File: config.mk
export PLATFORM = sky130hd
export DESIGN_NAME = mipi_crop_pack
export DESIGN_NICKNAME = d
export VERILOG_FILES = /design/src/rtl/mipi_crop_pack.sv
export SDC_FILE = /design/constraint.sdc
export NUM_CORES = 1
export LEC_CHECK = 0
export CAP_MARGIN = 5
export CELL_PAD_IN_SITES_DETAIL_PLACEMENT = 2
export CELL_PAD_IN_SITES_GLOBAL_PLACEMENT = 2
export CORE_MARGIN = 1.5
export CORE_UTILIZATION = 37
export DETAILED_ROUTE_END_ITERATION = 16
export GPL_ROUTABILITY_DRIVEN = 0
export GPL_TIMING_DRIVEN = 0
export HOLD_SLACK_MARGIN = 0.03
export MAX_ROUTING_LAYER = met4
export PLACE_DENSITY_LB_ADDON = 0.25
export SETUP_SLACK_MARGIN = 0.2
export SYNTH_ARGS = -nofsm -noshare
export SYNTH_HDL_FRONTEND = slang
export SYNTH_SLANG_ARGS = --single-unit
File: constraint.sdc
create_clock -name iCLK -period 3.8 [get_ports iCLK]
set_clock_uncertainty 0.2 [all_clocks]
set_input_delay 0.57 -clock iCLK [delete_from_list [all_inputs] [get_ports iCLK]]
set_output_delay 0.57 -clock iCLK [all_outputs]
set_load 0.02 [all_outputs]
File: src/rtl/mipi_crop_pack.sv
// Crops, optionally decimates by 2, and packs a 24-bit RGB MIPI pixel stream to RGB555 for the arbiter.
// Optional build macro MIPI_CROP_ROUND_EN: round-to-nearest (saturating) instead of truncation.
module mipi_crop_pack #(
  parameter int IN_WIDTH   = 1280,
  parameter int IN_HEIGHT  = 720,
  parameter int CROP_X0    = 0,
  parameter int CROP_Y0    = 0,
  parameter int OUT_WIDTH  = 640,
  parameter int OUT_HEIGHT = 480,
  parameter int DECIM      = 1
) (
  input  logic        iCLK,
  input  logic        iRESETn,
  input  logic [23:0] iDATA,
  input  logic        iDV,
  input  logic        iSTART,
  output logic [14:0] oDATA,
  output logic        oDV,
  output logic        oSTART,
  output logic        oFRAME_ERR,
  output logic        oBUSY,
  output logic [1:0]  dbg_state
);

  localparam int XW  = (IN_WIDTH  > 1) ? $clog2(IN_WIDTH)  : 1;
  localparam int YW  = (IN_HEIGHT > 1) ? $clog2(IN_HEIGHT) : 1;
  localparam int XW1 = XW + 1;
  localparam int YW1 = YW + 1;
  localparam logic [XW-1:0] X_LAST = XW'(IN_WIDTH - 1);
  localparam logic [YW-1:0] Y_LAST = YW'(IN_HEIGHT - 1);
  localparam logic [XW:0]   X_LO   = XW1'(CROP_X0);
  localparam logic [YW:0]   Y_LO   = YW1'(CROP_Y0);
  localparam logic [XW:0]   X_SPAN = XW1'(OUT_WIDTH * DECIM);
  localparam logic [YW:0]   Y_SPAN = YW1'(OUT_HEIGHT * DECIM);

  if (DECIM != 1 && DECIM != 2) begin : g_bad_decim
    $error("mipi_crop_pack: DECIM must be 1 or 2");
  end
  if (CROP_X0 + OUT_WIDTH * DECIM > IN_WIDTH) begin : g_bad_x
    $error("mipi_crop_pack: horizontal window exceeds IN_WIDTH");
  end
  if (CROP_Y0 + OUT_HEIGHT * DECIM > IN_HEIGHT) begin : g_bad_y
    $error("mipi_crop_pack: vertical window exceeds IN_HEIGHT");
  end

  typedef enum logic [1:0] {
    WAIT_SOF = 2'd0,
    ACTIVE   = 2'd1,
    DONE     = 2'd2
  } state_t;

  state_t          state, state_nx;
  logic [XW-1:0]   x, x_nx, cur_x;
  logic [YW-1:0]   y, y_nx, cur_y;
  logic            long_flag, long_flag_nx;
  logic            err_nx;
  logic            pix_live;
  logic [XW:0]     dx;
  logic [YW:0]     dy;
  logic            keep, first;

  logic            s1_dv, s1_start;
  logic [23:0]     s1_data;

  function automatic logic [4:0] pack5(input logic [7:0] c);
`ifdef MIPI_CROP_ROUND_EN
    logic [8:0] s;
    s = {1'b0, c} + 9'd4;
    return (c >= 8'd252) ? 5'd31 : 5'(s >> 3);
`else
    return 5'(c >> 3);
`endif
  endfunction

  // cur_x/cur_y are the coordinates of the pixel on iDATA this cycle; x/y point at the next one.
  always_comb begin
    state_nx     = state;
    x_nx         = x;
    y_nx         = y;
    long_flag_nx = long_flag;
    err_nx       = 1'b0;
    pix_live     = 1'b0;
    cur_x        = x;
    cur_y        = y;
    if (iDV) begin
      case (state)
        WAIT_SOF: pix_live = iSTART;
        ACTIVE: begin
          pix_live = 1'b1;
          err_nx   = iSTART;
        end
        DONE: begin
          pix_live = iSTART;
          if (!iSTART && !long_flag) begin
            err_nx       = 1'b1;
            long_flag_nx = 1'b1;
          end
        end
        default: state_nx = WAIT_SOF;
      endcase
      if (pix_live) begin
        if (iSTART) begin
          cur_x        = '0;
          cur_y        = '0;
          long_flag_nx = 1'b0;
        end
        state_nx = ACTIVE;
        if (cur_x == X_LAST) begin
          x_nx = '0;
          if (cur_y == Y_LAST) begin
            y_nx     = '0;
            state_nx = DONE;
          end else begin
            y_nx = cur_y + 1'b1;
          end
        end else begin
          x_nx = cur_x + 1'b1;
          y_nx = cur_y;
        end
      end
    end
  end

  // Offsets wrap to large values left/above the window, so one compare covers both bounds.
  always_comb begin
    dx    = {1'b0, cur_x} - X_LO;
    dy    = {1'b0, cur_y} - Y_LO;
    keep  = pix_live && (dx < X_SPAN) && (dy < Y_SPAN) &&
            ((DECIM == 1) || !dx[0]) && ((DECIM == 1) || !dy[0]);
    first = keep && (dx == '0) && (dy == '0);
  end

  always_ff @(posedge iCLK or negedge iRESETn) begin
    if (!iRESETn) begin
      state      <= WAIT_SOF;
      x          <= '0;
      y          <= '0;
      long_flag  <= 1'b0;
      oFRAME_ERR <= 1'b0;
    end else begin
      state      <= state_nx;
      x          <= x_nx;
      y          <= y_nx;
      long_flag  <= long_flag_nx;
      oFRAME_ERR <= err_nx;
    end
  end

  always_ff @(posedge iCLK or negedge iRESETn) begin
    if (!iRESETn) begin
      s1_dv    <= 1'b0;
      s1_start <= 1'b0;
      s1_data  <= '0;
      oDV      <= 1'b0;
      oSTART   <= 1'b0;
      oDATA    <= '0;
    end else begin
      s1_dv    <= keep;
      s1_start <= first;
      if (keep) s1_data <= iDATA;
      oDV      <= s1_dv;
      oSTART   <= s1_start;
      if (s1_dv) oDATA <= {pack5(s1_data[23:16]), pack5(s1_data[15:8]), pack5(s1_data[7:0])};
    end
  end

  assign oBUSY     = (state == ACTIVE);
  assign dbg_state = state;

endmodule

# ---- After elaboration in Yosys (flattened, before gate mapping)
# Index checks and enable logic that the tools add are counted.
dict set report op_classes {
  n_addsub 2
  multipliers 0
  div 0
  order_cmp 2
  eq_ne 5
  shifts 0
  mux 27
  bitwise 0
  n_reduce_logical 14
}
# cell n
set op_table {}
lappend op_table {{$mux 10} 7}
lappend op_table {{$mux 11} 6}
lappend op_table {{$logic_not 12->1} 1}
lappend op_table {{$add 11x1->11 const B} 1}
lappend op_table {{$eq 11x11->1 const B} 1}
lappend op_table {{$logic_not 11->1} 1}
lappend op_table {{$lt 11x10->1 const B} 1}
lappend op_table {{$add 10x1->10 const B} 1}
lappend op_table {{$eq 10x10->1 const B} 1}
lappend op_table {{$lt 10x9->1 const B} 1}
lappend op_table {{$mux 1} 8}
lappend op_table {{$mux 2} 4}
lappend op_table {{$logic_and 1x1->1} 5}
lappend op_table {{$pmux 1 s2} 2}
lappend op_table {{$reduce_and 2->1} 2}
lappend op_table {{$reduce_or 3->1} 1}
lappend op_table {{$eq 2x1->1 const B} 1}
lappend op_table {{$eq 2x2->1 const B} 1}
lappend op_table {{$logic_not 1->1} 2}
lappend op_table {{$logic_not 2->1} 1}
lappend op_table {{$ne 2x1->1 const B} 1}
lappend op_table {{$reduce_or 2->1} 1}
dict set report word_totals {
  regBits 68
  latchBits 0
  ramBits 0
  romBits 0
  memories 0
}

# ---- Depth between registers and ports, before layout
dict set report depth {
  ltp_word 13
  ltp_mapped 10
  mapped_depth_nobuf 6
}

# ---- Worst setup path after synthesis
# No wires, ideal clock.
dict set report synth_timing {
  path_type {input to register}
  startpoint {input iSTART}
  endpoint {register y[8]}
  arrival_time_ns 2.469
  setup_slack_ns 1.005
  stages 9
  n_path_buf 3
  path_cell_list {clkbuf_1 -> clkbuf_1 -> nor2b_1 -> ha_1 -> nand4_1 -> or3_1 -> buf_2 -> o311a_1 -> a221o_1}
}
dict set report synth_via {
  elab_chain_cells 6
  elab_cells_between_ends 14
  cone_classes {1 x add/sub; 2 x eq/ne; 10 x mux; 1 x reduce/logical}
}
# item line
set synth_rtl {}
lappend synth_rtl {{start: declaration} 16} ;# input logic iSTART,
lappend synth_rtl {{$mux 10} 102} ;# if (iSTART) begin
lappend synth_rtl {{$mux 10} 101} ;# if (pix_live) begin
lappend synth_rtl {{$mux 10} 85} ;# if (iDV) begin
lappend synth_rtl {{$add 10x1->10 / $eq 10x10->1 (equally long branches)} {114, 110}}
lappend synth_rtl {{$mux 10} 110} ;# if (cur_y == Y_LAST) begin
lappend synth_rtl {{$mux 10} 108} ;# if (cur_x == X_LAST) begin
lappend synth_rtl {{end signal: assignment} 143} ;# y <= y_nx;
lappend synth_rtl {{end: declaration} 54} ;# logic [YW-1:0] y, y_nx, cur_y;
# Several ways; a longest one is shown, not always the timed one. The select of a mux whose other input is x is not followed.
# A chain may end at the register's enable or synchronous reset.

# ---- Worst setup path after layout
dict set report layout_timing {
  startpoint {input iSTART}
  endpoint {register y[7]}
}
# The elaborated chain is that of the path after synthesis.

==> impl_metrics.ini <==
[placed_design]
numPortBuffers = 39
place_hpwl_um = 6120
place_inst = 388

[cts]
cts_sinks = 59
cts_tree = built
cts_buffers = 9
clkLatencyLatePin_ns = 0.36
clockBufferDepth = 2
htree_levels = 3
path_clk_slew_ns = 0.07
root_buffer = clkbuf_8

[grt]
track_usage_pct = 24.7
grt_overflow = 0
antenna_found_initial = 0
grt_pass1_wl_um = 14800
grt_max_degree = 41
grt_pass1_vias = 2728

[synthesis]
synthArstFlopShare_pct = 100
syn-instance-count = 249
syn_area_per_cell_um2 = 11.2
yosys_most_used_dff = dfrtp_1
ys_seq_area_share_pct = 52.7
synthTopCellsByArea = dfrtp_1 53%, mux2_2 12%, nand2_1 3.2%, o21ai_0 3.0%, ha_1 2.2%
yosysTopAreaCell = dfrtp_1
syn-num-nets = 282
synth_edf_count = 0
netlist_area_mm2 = 0.00280
synth_top_area_share_pct = 52.7
ys_types = 47
synth_warnings = 0
ys_seq_elements = 59

[final_layout]
nets = 335
nFillCells = 787
seqCellArea_mm2 = 0.00148
multi_input_area_mm2 = 0.00126
area_growth_pct = 27.8
final_cell_count_no_fill = 406
antenna_cells = 0
drive_above_1_share_pct = 19.2
final_core_util_pct = 49.1

[route]
first_pass_iters = 4
vias = 2327
drt_iter0_drc = 138
vias_per_cell = 5.73
drt-total-wl_um = 8850
ant_nets = 0
drcViolationCount = 0
wire_per_inst_um = 21.8

[run_status]
status = complete, no violations

[pwr]
max-vdd-ir-drop_mv = 0.182
pwr-share-seq_pct = 43.1
p_leak_nw = 1.47
comb_power_share_pct = 19.8
p_int_mw = 1.27
netSwitchingPower_uw = 532
power_density_mw_per_mm2 = 502
p_sw_share_pct = 29.6
clkPwrFrac_pct = 37.1

[critical_path]
worstPathRequired_ns = 3.88
critPathMaxStageDelay_ns = 0.51
worst-path-max-fanout = 10
cpMostUsedCell = buf_2
r2r_slack_ns = 1.10
cp-start-kind = input port
reg2reg_depth = 8
r2r_end = y[7]$_DFFE_PN0P_
cp_slowest_cell = clkdlybuf4s50_1
crit_arrival_ns = 3.45
end_kind = flop
reg2reg_from = x[0]$_DFFE_PN0P_
crit_path_cell_trace = clkdlybuf4s50_1 > buf_2 > clkbuf_2 > nor2b_1 > ha_1 > nand4_1 > or3_1 > buf_2 > buf_2 > o41ai_1 > o21bai_1
critPathKind = in2reg

[min_path]
hp-start = s1_start$_DFF_PN0_
hold_end = oSTART$_DFF_PN0_
min_delay_path_depth = 0
hold_path_class = reg2reg

[job]
drv_cap = 0

[floorplan]
die_h_um = 90.0
std_cell_rows = 31
initial_core_util_pct = 38.4
core-area_mm2 = 0.00729
fp.dieArea_mm2 = 0.00810
die_width_um = 90.0
io_pins = 49

[timing]
slew_violations = 0
max_freq_mhz = 296
rsz0062_at_grt = false
hold_violations = 0
period_needed_ns = 3.38
finalSetupViolCount = 0
slew_headroom_pct = 52.0
min_period_over_period_pct = 88.9
tightest_slew_ns = 0.716
worst_hold_slack_ns = 0.171
synthesized netlist by cell type, drive strengths merged, types with 3 or more instances:
master and number:
a21oi 6, a221o 3, a22o 3, a31oi 3, and2 5, buf 3
clkbuf 8, dfrtp 59, ha 5, inv 3, mux2 31, nand2 24
nand3 8, nand4 7, nor2 6, nor2b 7, nor3 6, nor4 4
o21ai 18, o41ai 3, or4 6
flip-flops by register name, summed over array words and instances, names as in the netlist:
signal,count
long_flag,1
oDV,1
oDATA,15
oFRAME_ERR,1
oSTART,1
s1_data,15
x,11
dbg_state,2
s1_dv,1
y,10
s1_start,1
timing repair:
action	CTS	global route
endpoints found under the hold margin	19	0
hold buffers	1	0
setup endpoints to repair	6	13
pin swaps	0	0
gates resized for setup	1	5
setup buffers	0	1
routing by layer:
| layer | share of wire, % | up-vias | track usage (%) |
|---|---|---|---|
| li1 | - | 1045 | - |
| met1 | 42 | 1203 | 28.5 |
| met2 | 52 | 57 | 41.7 |
| met3 | 3.0 | 22 | 3.72 |
| met4 | 2.6 | 0 | 12.8 |
| met5 | 0 | - | - |
per-stage QoR:
stage	setup TNS, ns	cell area [um^2]	worst slack, ns	power, mW
6_report	0	3580	0.423	1.80
3_5_place_dp	-2.14	3330	-0.391	1.15
5_1_grt	0	3580	0.207	1.87
3_3_place_gp	-1.62	3310	-0.284	1.11
2_1_floorplan	0	2800	1.01	0.953
4_1_cts	0	3570	0.200	1.82
final cells by class:
type	instances	share of cell area, %
Inverter	4	0.420
Buffer	11	1.50
Clock buffer	9	3.46
Tap cell	99	3.46
Clock inverter	7	2.80
Timing Repair Buffer	42	11.8
Sequential cell	59	41.3
Multi-Input combinational cell	175	35.3
cell families after synthesis:
kind of cell | Yosys count | synth area share [%]
flip-flops | 59 | 52.7
AO/OA/AOI/OAI | 51 | 12.4
AND/OR/NAND/NOR | 87 | 17.4
multiplexers | 32 | 12.8
buffers and inverters | 15 | 2.37
adder cells (fa/ha/maj) | 5 | 2.24
placed cells by master (no fill, tap or decap), types with 4 or more instances in the layout:
master,n
o21ai_0,17
nand3_1,8
dfrtp_1,59
nand4_1,7
clkbuf_8,9
and2_1,5
or4_1,6
nor2_1,6
nor3_1,5
nor2b_1,7
clkbuf_1,6
nand2_1,24
mux2_2,31
buf_2,4
ha_1,5
nor4_1,4
clkdlybuf4s50_1,38
a21oi_1,6
worst max-delay path: cells and delay by family:
family / cells / cell delay [ns]
AO/OA/AOI/OAI: 2 / 0.54
adder cells (fa/ha/maj): 1 / 0.24
buffers and inverters: 5 / 1.37
AND/OR/NAND/NOR: 3 / 0.74
power by group through the flow:
stage | Sequential [mW] | Clock, mW | Combinational [mW]
3_3_place_gp | 0.775 | 0 | 0.339
2_1_floorplan | 0.825 | 0 | 0.128
6_report | 0.775 | 0.666 | 0.357
3_5_place_dp | 0.789 | 0 | 0.357
5_1_grt | 0.787 | 0.702 | 0.384
4_1_cts | 0.778 | 0.679 | 0.364
worst max path at each step:
stage | start | end
5_1_grt | iSTART | y[7]$_DFFE_PN0P_
4_1_cts | iSTART | y[7]$_DFFE_PN0P_
3_5_place_dp | iSTART | y[0]$_DFFE_PN0P_
3_3_place_gp | iSTART | y[0]$_DFFE_PN0P_
2_1_floorplan | iSTART | y[8]$_DFFE_PN0P_
6_report | iSTART | y[7]$_DFFE_PN0P_
Power figures use the tool's default switching activity.
